[config.mk]
export PLATFORM = sky130hd
export DESIGN_NAME = rounding_scheduler_flat
export DESIGN_NICKNAME = d
export VERILOG_FILES = /design/src/rtl/rounding_scheduler_pkg.sv /design/src/rtl/rounding_scheduler_if.sv /design/src/rtl/rounding_scheduler_rr_arbiter.sv /design/src/rtl/rounding_scheduler.sv /design/src/flat_wrapper.sv
export SDC_FILE = /design/constraint.sdc
export NUM_CORES = 1
export LEC_CHECK = 0
export CORE_ASPECT_RATIO = 0.6
export CORE_MARGIN = 8
export CORE_UTILIZATION = 37
export CTS_CLUSTER_DIAMETER = 200
export DETAILED_ROUTE_END_ITERATION = 10
export PLACE_DENSITY = 0.68
export SYNTH_ARGS = -nofsm -noshare
export SYNTH_HDL_FRONTEND = slang
export SYNTH_SLANG_ARGS = --single-unit
[constraint.sdc]
create_clock -name clk -period 2.71 [get_ports clk]
set_input_delay 0.542 -clock clk [delete_from_list [all_inputs] [get_ports clk]]
set_output_delay 0.542 -clock clk [all_outputs]
set_load 0.05 [all_outputs]
[src/rtl/rounding_scheduler_pkg.sv]
// rounding_pkg: shared helpers for rounding_scheduler.
//   MAX_W            widest intermediate the helpers operate on
//   id_width()       width of a requester index (at least 1 bit)
//   round_half_even  round-half-to-even of a pre-extended sample by d bits
//   sat_max/sat_min  saturation limits for a w-bit result, MAX_W-bit extended
package rounding_pkg;

  localparam int MAX_W = 64;

  function automatic int id_width(input int n);
    return (n > 1) ? $clog2(n) : 1;
  endfunction

  // din must already be sign- or zero-extended to MAX_W bits. The result is
  // the truncated value plus the rounding increment, still MAX_W bits wide,
  // so the caller sees the carry/overflow bit just above its output width.
  function automatic logic [MAX_W-1:0] round_half_even(
    input logic [MAX_W-1:0] din,
    input int               d,
    input bit               is_signed
  );
    logic signed [MAX_W-1:0] s;
    logic [MAX_W-1:0]        trunc;
    logic [MAX_W-1:0]        frac;
    logic [MAX_W-1:0]        half;
    logic                    inc;
    if (d <= 0) return din;
    if (is_signed) begin
      // Arithmetic shift gives floor() for negative samples.
      s     = $signed(din);
      s     = s >>> d;
      trunc = s;
    end else begin
      trunc = din >> d;
    end
    frac = din & ~({MAX_W{1'b1}} << d);
    half = {{(MAX_W-1){1'b0}}, 1'b1} << (d - 1);
    inc  = (frac > half) || ((frac == half) && trunc[0]);
    return trunc + {{(MAX_W-1){1'b0}}, inc};
  endfunction

  function automatic logic [MAX_W-1:0] sat_max(input int w, input bit is_signed);
    logic [MAX_W-1:0] r;
    r = '0;
    for (int i = 0; i < MAX_W; i++) begin
      if (i < (is_signed ? w - 1 : w)) r[i] = 1'b1;
    end
    return r;
  endfunction

  function automatic logic [MAX_W-1:0] sat_min(input int w, input bit is_signed);
    logic [MAX_W-1:0] r;
    r = '0;
    if (is_signed) begin
      for (int i = 0; i < MAX_W; i++) begin
        if (i >= w - 1) r[i] = 1'b1;
      end
    end
    return r;
  endfunction

endpackage

[src/rtl/rounding_scheduler_if.sv]
// rounding_scheduler_if: requester and result channels of rounding_scheduler.
//   req_valid/req_data/req_ready  N_REQ input channels (one-hot ready = grant)
//   out_valid/out_ready           result channel
//   out_data/out_id/out_sat       rounded value, source index, saturation flag
// Handshake: a transfer happens on a rising edge where valid && ready are both
// high. A valid source holds its payload until that edge; ready may depend
// combinationally on the sink's state, valid never waits on ready.
// master = requesters + downstream consumer, slave = the scheduler.
interface rounding_scheduler_if
  import rounding_pkg::*;
#(
  parameter int N_REQ     = 4,
  parameter int WIDTH_IN  = 19,
  parameter int WIDTH_OUT = 16
);
  localparam int ID_W = id_width(N_REQ);

  logic [N_REQ-1:0]                req_valid;
  logic [N_REQ-1:0][WIDTH_IN-1:0]  req_data;
  logic [N_REQ-1:0]                req_ready;
  logic                            out_valid;
  logic                            out_ready;
  logic [WIDTH_OUT-1:0]            out_data;
  logic [ID_W-1:0]                 out_id;
  logic                            out_sat;

  modport master (
    output req_valid, req_data, out_ready,
    input  req_ready, out_valid, out_data, out_id, out_sat
  );

  modport slave (
    input  req_valid, req_data, out_ready,
    output req_ready, out_valid, out_data, out_id, out_sat
  );
endinterface

[src/rtl/rounding_scheduler_rr_arbiter.sv]
// rr_arbiter: round-robin arbiter owning the priority pointer.
//   clk, rst  clock, synchronous active-high reset
//   req       request vector
//   en        arbitration allowed this cycle; gnt is zero when low
//   gnt       one-hot grant
//   gnt_idx   encoded grant index
// The search starts at ptr+1 and wraps; ptr moves to the winner only when a
// grant is issued (a grant always implies a transfer, since it is only given
// to an asserted request). Reset leaves ptr at N-1 so index 0 wins first.
module rr_arbiter
  import rounding_pkg::*;
#(
  parameter int N  = 4,
  parameter int IW = id_width(N)
) (
  input  logic          clk,
  input  logic          rst,
  input  logic [N-1:0]  req,
  input  logic          en,
  output logic [N-1:0]  gnt,
  output logic [IW-1:0] gnt_idx
);

  logic [IW-1:0] ptr_q;
  logic [IW-1:0] ptr_d;
  logic [IW-1:0] cand;
  logic          found;
  int            idx;

  always_comb begin
    gnt     = '0;
    gnt_idx = '0;
    found   = 1'b0;
    idx     = 0;
    cand    = '0;
    for (int k = 1; k <= N; k++) begin
      idx = int'(ptr_q) + k;
      if (idx >= N) idx = idx - N;
      cand = IW'(idx);
      if (!found && en && req[cand]) begin
        found         = 1'b1;
        gnt[cand]     = 1'b1;
        gnt_idx       = cand;
      end
    end
    ptr_d = found ? gnt_idx : ptr_q;
  end

  always_ff @(posedge clk) begin
    if (rst) ptr_q <= IW'(N - 1);
    else     ptr_q <= ptr_d;
  end

endmodule

[src/rtl/rounding_scheduler.sv]
// rounding_scheduler: N_REQ requesters share one round-half-to-even rounding
// and saturation stage, WIDTH_IN -> WIDTH_OUT bits.
//   clk, rst  clock, synchronous active-high reset
//   bus       rounding_scheduler_if.slave: requester channels and result
//   sat_clr   clear all saturation counters (wins over an increment)
//   sat_cnt   per-requester count of accepted saturated results (sticks at max)
// Pipeline: S1 captures the granted sample and its ID, S2 holds the rounded
// result and drives out_*. Both stages advance when their successor can take
// data, so full rate runs without bubbles and a stalled S2 freezes out_*.
module rounding_scheduler
  import rounding_pkg::*;
#(
  parameter int N_REQ     = 4,
  parameter int WIDTH_IN  = 19,
  parameter int WIDTH_OUT = 16,
  parameter bit IS_SIGNED = 1'b1,
  parameter int CNT_W     = 16
) (
  input  logic                        clk,
  input  logic                        rst,
  rounding_scheduler_if.slave         bus,
  input  logic                        sat_clr,
  output logic [N_REQ-1:0][CNT_W-1:0] sat_cnt
);

  localparam int D    = WIDTH_IN - WIDTH_OUT;
  localparam int ID_W = id_width(N_REQ);

  logic                        s1_valid_q, s1_valid_d;
  logic [WIDTH_IN-1:0]         s1_data_q,  s1_data_d;
  logic [ID_W-1:0]             s1_id_q,    s1_id_d;
  logic                        out_valid_q, out_valid_d;
  logic [WIDTH_OUT-1:0]        out_data_q,  out_data_d;
  logic [ID_W-1:0]             out_id_q,    out_id_d;
  logic                        out_sat_q,   out_sat_d;
  logic [N_REQ-1:0][CNT_W-1:0] sat_cnt_q,   sat_cnt_d;

  logic                        s1_adv;
  logic                        s2_adv;
  logic                        arb_en;
  logic [N_REQ-1:0]            gnt;
  logic [ID_W-1:0]             gnt_idx;
  logic [MAX_W-1:0]            din_ext;
  logic [WIDTH_OUT:0]          rnd;
  logic [WIDTH_OUT-1:0]        res;
  logic                        res_sat;
  logic                        out_xfer;

  assign s2_adv   = !out_valid_q || bus.out_ready;
  assign s1_adv   = !s1_valid_q || s2_adv;
  // Holding the grant off during reset keeps req_ready low while rst is high.
  assign arb_en   = s1_adv && !rst;
  assign out_xfer = out_valid_q && bus.out_ready;

  rr_arbiter #(.N(N_REQ), .IW(ID_W)) u_arb (
    .clk     (clk),
    .rst     (rst),
    .req     (bus.req_valid),
    .en      (arb_en),
    .gnt     (gnt),
    .gnt_idx (gnt_idx)
  );

  assign bus.req_ready = gnt;
  assign bus.out_valid = out_valid_q;
  assign bus.out_data  = out_data_q;
  assign bus.out_id    = out_id_q;
  assign bus.out_sat   = out_sat_q;
  assign sat_cnt       = sat_cnt_q;

  // Rounding of the S1 sample. The result is kept one bit wider than the
  // output so the increment's carry (unsigned) or sign flip (signed) shows up.
  always_comb begin
    if (IS_SIGNED) din_ext = {{(MAX_W-WIDTH_IN){s1_data_q[WIDTH_IN-1]}}, s1_data_q};
    else           din_ext = {{(MAX_W-WIDTH_IN){1'b0}}, s1_data_q};
    rnd     = (WIDTH_OUT+1)'(round_half_even(din_ext, D, IS_SIGNED));
    res     = rnd[WIDTH_OUT-1:0];
    res_sat = 1'b0;
    if (D > 0) begin
      // Only a +1 can overflow, so the positive limit is the only clamp.
      if (IS_SIGNED) res_sat = rnd[WIDTH_OUT] ^ rnd[WIDTH_OUT-1];
      else           res_sat = rnd[WIDTH_OUT];
      if (res_sat) res = WIDTH_OUT'(sat_max(WIDTH_OUT, IS_SIGNED));
    end
  end

  always_comb begin
    s1_valid_d  = s1_valid_q;
    s1_data_d   = s1_data_q;
    s1_id_d     = s1_id_q;
    out_valid_d = out_valid_q;
    out_data_d  = out_data_q;
    out_id_d    = out_id_q;
    out_sat_d   = out_sat_q;
    sat_cnt_d   = sat_cnt_q;

    if (s1_adv) begin
      s1_valid_d = |gnt;
      if (|gnt) begin
        s1_data_d = bus.req_data[gnt_idx];
        s1_id_d   = gnt_idx;
      end
    end

    // An empty S1 only drops out_valid; the last payload stays on out_data.
    if (s2_adv) begin
      out_valid_d = s1_valid_q;
      if (s1_valid_q) begin
        out_data_d = res;
        out_id_d   = s1_id_q;
        out_sat_d  = res_sat;
      end
    end

    for (int i = 0; i < N_REQ; i++) begin
      if (sat_clr) begin
        sat_cnt_d[i] = '0;
      end else if (out_xfer && out_sat_q && (out_id_q == ID_W'(i)) &&
                   (sat_cnt_q[i] != {CNT_W{1'b1}})) begin
        sat_cnt_d[i] = sat_cnt_q[i] + CNT_W'(1);
      end
    end
  end

  always_ff @(posedge clk) begin
    if (rst) begin
      s1_valid_q  <= 1'b0;
      s1_data_q   <= '0;
      s1_id_q     <= '0;
      out_valid_q <= 1'b0;
      out_data_q  <= '0;
      out_id_q    <= '0;
      out_sat_q   <= 1'b0;
      sat_cnt_q   <= '0;
    end else begin
      s1_valid_q  <= s1_valid_d;
      s1_data_q   <= s1_data_d;
      s1_id_q     <= s1_id_d;
      out_valid_q <= out_valid_d;
      out_data_q  <= out_data_d;
      out_id_q    <= out_id_d;
      out_sat_q   <= out_sat_d;
      sat_cnt_q   <= sat_cnt_d;
    end
  end

endmodule

[src/flat_wrapper.sv]
// flat-port wrapper written by rule: the top's interface ports become plain ports
module rounding_scheduler_flat import rounding_pkg::*;
#(
  parameter int N_REQ     = 4,
  parameter int WIDTH_IN  = 19,
  parameter int WIDTH_OUT = 16,
  parameter bit IS_SIGNED = 1'b1,
  parameter int CNT_W     = 16
)
  (clk, rst, sat_clr, sat_cnt, bus_req_valid, bus_req_data, bus_out_ready, bus_req_ready, bus_out_valid, bus_out_data, bus_out_id, bus_out_sat);
  rounding_scheduler_if #(.N_REQ(N_REQ), .WIDTH_IN(WIDTH_IN), .WIDTH_OUT(WIDTH_OUT)) bus_i ();
  input  logic clk;
  input  logic rst;
  input  logic sat_clr;
  output logic [N_REQ-1:0][CNT_W-1:0] sat_cnt;
  input wire logic [$bits(bus_i.req_valid)-1:0] bus_req_valid;
  input wire logic [$bits(bus_i.req_data)-1:0] bus_req_data;
  input wire logic [$bits(bus_i.out_ready)-1:0] bus_out_ready;
  output wire logic [$bits(bus_i.req_ready)-1:0] bus_req_ready;
  output wire logic [$bits(bus_i.out_valid)-1:0] bus_out_valid;
  output wire logic [$bits(bus_i.out_data)-1:0] bus_out_data;
  output wire logic [$bits(bus_i.out_id)-1:0] bus_out_id;
  output wire logic [$bits(bus_i.out_sat)-1:0] bus_out_sat;
  assign bus_i.req_valid = bus_req_valid;
  assign bus_i.req_data = bus_req_data;
  assign bus_i.out_ready = bus_out_ready;
  assign bus_req_ready = bus_i.req_ready;
  assign bus_out_valid = bus_i.out_valid;
  assign bus_out_data = bus_i.out_data;
  assign bus_out_id = bus_i.out_id;
  assign bus_out_sat = bus_i.out_sat;
  rounding_scheduler #(.N_REQ(N_REQ), .WIDTH_IN(WIDTH_IN), .WIDTH_OUT(WIDTH_OUT), .IS_SIGNED(IS_SIGNED), .CNT_W(CNT_W)) u_core (.clk(clk), .rst(rst), .bus(bus_i), .sat_clr(sat_clr), .sat_cnt(sat_cnt));
endmodule
==> results.txt <==
----------------------------------------------------
[Clock network]
  Clock tree from TritonCTS ... done
  Clock sink total ... 108
  Clock root buffer ... clkbuf_16
  Later-pin clock latency in the skew report ... 0.34 ns
  Total CTS buffers ... 9
  Buffers from clock root to sink, at most ... 2
  Number of levels the H-tree was split into ... 3
  Clock transition at the registers of the reported paths ... 0.06 ns

[Route]
  Vias per cell ... 5.06
  First-iteration detailed-routing DRC count ... approximately 400
  DR vias ... 5,593
  DRC violations left ... 0
  Met2 wire len ... 7060 um
  Average wire per standard cell ... 15.7 um
  Number of iterations in the first detailed-routing pass ... 4
  Highest Signal Layer ... met5
  Total routed wire length on the met1 layer ... 9050 um
  Total length of routed met3 wires ... 1130 um
  Detailed-route wire length ... between 15,000 and 20,000 um
  Antenna-violating nets left ... 0

[Layout]
  Area added between synthesis and finish ... 49.8%
  Sequential Area ... roughly 2200 um2
  Layout cell share with drive strength beyond 1 ... 12.5%
  Finished layout cell area ... 8560 um2
  Multi-input logic area ... 3480 um2
  Count of filler cells inserted in the layout ... 1,399
  Nets ... 996
  Antenna cell count ... 0

[Min path]
  HP Class ... register to register

[GRT]
  Global route overflow ... 0
  Wire length of the first global-routing pass ... 28,000 um
  Pin count of the biggest net entering global routing ... 49
  Initial antenna violation count ... 1
  Via count of the first global-routing pass ... 5,279
  Tot GR Track Use ... 17.1%

[STA]
  Fmax ... 0.352 GHz
  Worst Max-Slew Pin Slew ... 0.762 ns
  Fraction of the cycle the final worst path needs ... 105%
  Skew final ... roughly 0.012 ns
  Hold violation total from the final report ... 0
  Number of setup violations in the final report ... 4
  PnR worst setup slack ... -0.130 ns
  Shortest period the worst path allows ... between 2 and 3 ns
  Setup repair after global routing missed its margin ... yes
  Number of max-slew violations in the final report ... 0
  Max_slew headroom ... 48.5%

[Synthesis]
  Netlist Area Pre-Place ... 5710 um2
  Yosys warning count ... 0
  Number of enable flip-flop cells after synthesis ... 0
  Post-synth cell types ... just over 50
  Synthesized instance count ... 695
  Proportion of register bits with asynchronous set or reset after synthesis ... 0%
  Synthesized netlist net count ... 792
  Synthesized flop and latch total ... 108
  Proportion of synthesized chip area in sequential cells ... between 30% and 40%
  Syn avg cell area ... 8.22 um2
  Top flip-flop cell by instance count after synthesis ... dfxtp_1

[Power]
  P_sw ... roughly 0.0016 W
  Worst vdd ir ... about 0.00034 V
  Fraction of power consumed by sequential logic ... 38.7%
  Power share of the combinational group ... 33.5%
  Net Sw Frac ... between 30 and 40%
  Power density of the placed cells ... roughly 570 nW/um2
  Reported leakage power ... 3.19 nW
  Internal power ... between 0.003 and 0.004 W
  Clock power share ... between 20 and 30%

[Run status]
  Failing checks ... negative setup slack
  Run status ... finished with violations

[Place]
  Port Buffer Count ... 171
  Cell Area, Placed ... 8030 um2
  Worst slack, placed ... -0.404 ns
  Total half-perimeter wirelength after legalization and detailed placement ... 13,200 um
  Final Wtd Congestion ... 0.799

[Floorplanning]
  Die width ... between 150 and 200 um
  Ports ... 172
  Vertical die dimension ... 112 um
  Overall die area ... 19,800 um2
  Total core area ... 15,200 um2
  Placement row count ... 35
  Starting Density ... a little under two fifths

[Worst setup path]
  Maximum fanout encountered on the critical timing path ... 11
  Crit path DAT ... 2.30 ns
  Element type at the critical path end ... primary output
  Sort of element at the start of the critical path ... primary input
  Cell type with the highest occurrence count on the critical path ... buf_4
  Required time at the worst-slack endpoint ... 2.17 ns
  Largest incremental delay on the critical path ... 0.54 ns
  Kind of critical path ... primary input to primary output
  Cell with the largest stage delay on the worst path ... mux4_2
  Worst-path cell chain ... dlygate4sd2_1 -> buf_4 -> mux4_2 -> a211oi_4 -> buf_4 -> a221oi_4 -> inv_2 -> buf_12

[Job]
  Count of maximum capacitance violations ... 0

----------------------------------------------------
[timing repair]
action                     CTS  global route
resized for setup           10            16
gates cloned                 1             0
buffers inserted             8             4
hold buffers                 0             0
setup endpoints to repair   25            35
pin swaps                    9             6
[power by group through the flow]
stage          registers (W)  clock network [W]  logic (W)
6_report             0.00190            0.00136    0.00164
3_5_place_dp         0.00193                  0    0.00157
3_3_place_gp         0.00193                  0    0.00155
2_1_floorplan        0.00208                  0   0.000779
5_1_grt              0.00192            0.00148    0.00177
4_1_cts              0.00189            0.00141    0.00160
[metal layers]
layer	GRT usage (%)	vias up
li1	-	2873
met1	25.6	2575
met2	24.1	132
met3	4.46	11
met4	2.73	2
met5	0	-
[cell type report]
class	instances	share of cell area [%]
clock buffers	10	2.68
clock inverters	4	0.892
inverters	12	0.585
multi-input cells	535	40.7
flip-flops and latches	108	25.4
well taps	203	2.97
repair buffers	233	26.8
[final timing paths]
kind,endpoint,slack (ns),cells past startpoint,start
worst min register to register,u_core.bus.out_data[15],0.46,2,u_core.bus.out_data[15]
worst max register to register,u_core.s1_data_q[8],0.09,10,u_core.u_arb.ptr_q[1]
worst min-delay path,u_core.bus.out_data[15],0.46,2,u_core.bus.out_data[15]
worst max-delay path,bus_req_ready[1],-0.13,8,bus_req_valid[1]
[worst max-delay path, delay by kind of cell]
family                 cells  cell delay, ns
AO/OA/AOI/OAI              2            0.39
multiplexers               1            0.54
buffers and inverters      5            0.83
[Yosys cell counts (all sizes together), types with 10 or more instances]
cell,number,share of area (%)
nand4,17,1.9
mux2i,23,4.0
inv,12,0.79
dfxtp,108,38
nand3b,12,1.6
nand3,30,2.6
nand2,87,5.7
and3,16,1.8
nor2,101,6.6
a21oi,44,3.9
xnor2,19,2.9
buf,10,1.3
nor3,10,0.88
ha,13,2.8
and4,10,1.5
clkbuf,31,2.0
xor2,46,7.1
o21ai,10,0.88
a211oi,13,1.8
a221o,13,2.3
[cells by family (layout without fill, tap and decap cells)]
family / Yosys count / in the layout / share of synthesized area [%]
AOI/OAI and AO/OA: 114 / 114 / 13.7
buffers and inverters: 53 / 259 / 4.12
and+or+nand+nor: 314 / 314 / 26.1
xor gates and xnor gates: 65 / 65 / 9.97
muxes: 28 / 29 / 5.48
adders and majority gates: 13 / 13 / 2.85
DFF: 108 / 108 / 37.8
[cell usage in the layout, fill, tap and decap left out, types with 7 or more instances in the layout]
| master | n |
|---|---|
| a211oi_1 | 11 |
| a21oi_1 | 42 |
| a221o_1 | 13 |
| and2_1 | 9 |
| and3_1 | 16 |
| and4_1 | 10 |
| buf_12 | 10 |
| buf_4 | 53 |
| clkbuf_16 | 9 |
| clkdlybuf4s50_1 | 162 |
| dfxtp_1 | 105 |
| ha_1 | 12 |
| mux2i_1 | 22 |
| nand2_1 | 87 |
| nand3_1 | 29 |
| nand3b_1 | 12 |
| nand4_1 | 17 |
| nor2_1 | 99 |
| nor3_1 | 9 |
| o21ai_0 | 9 |
| o22ai_1 | 7 |
| o31ai_1 | 7 |
| or3_1 | 7 |
| xnor2_1 | 19 |
| xor2_1 | 46 |
[state kept, by name, indices dropped and copies added (netlist names)]
name,cells
u_core.bus.out_data,16
u_core.bus.out_id,2
u_core.bus.out_sat,1
u_core.bus.out_valid,1
u_core.s1_data_q,19
u_core.s1_id_q,2
u_core.s1_valid_q,1
u_core.sat_cnt,64
u_core.u_arb.ptr_q,2
[per-stage QoR]
step           util, %  TNS, ns  hold WS (ns)  instances  power (W)
3_5_place_dp      52.7    -9.20         0.447       1079    0.00350
5_1_grt           56.1   -0.830         0.483       1105    0.00517
2_1_floorplan        -   -0.103         0.432        695    0.00286
4_1_cts           55.3   -0.553         0.462       1101    0.00491
3_3_place_gp      52.7    -7.77         0.448       1079    0.00348
6_report          56.1   -0.490         0.460       1105    0.00490
Note: power is estimated with default switching activity, not from simulation.
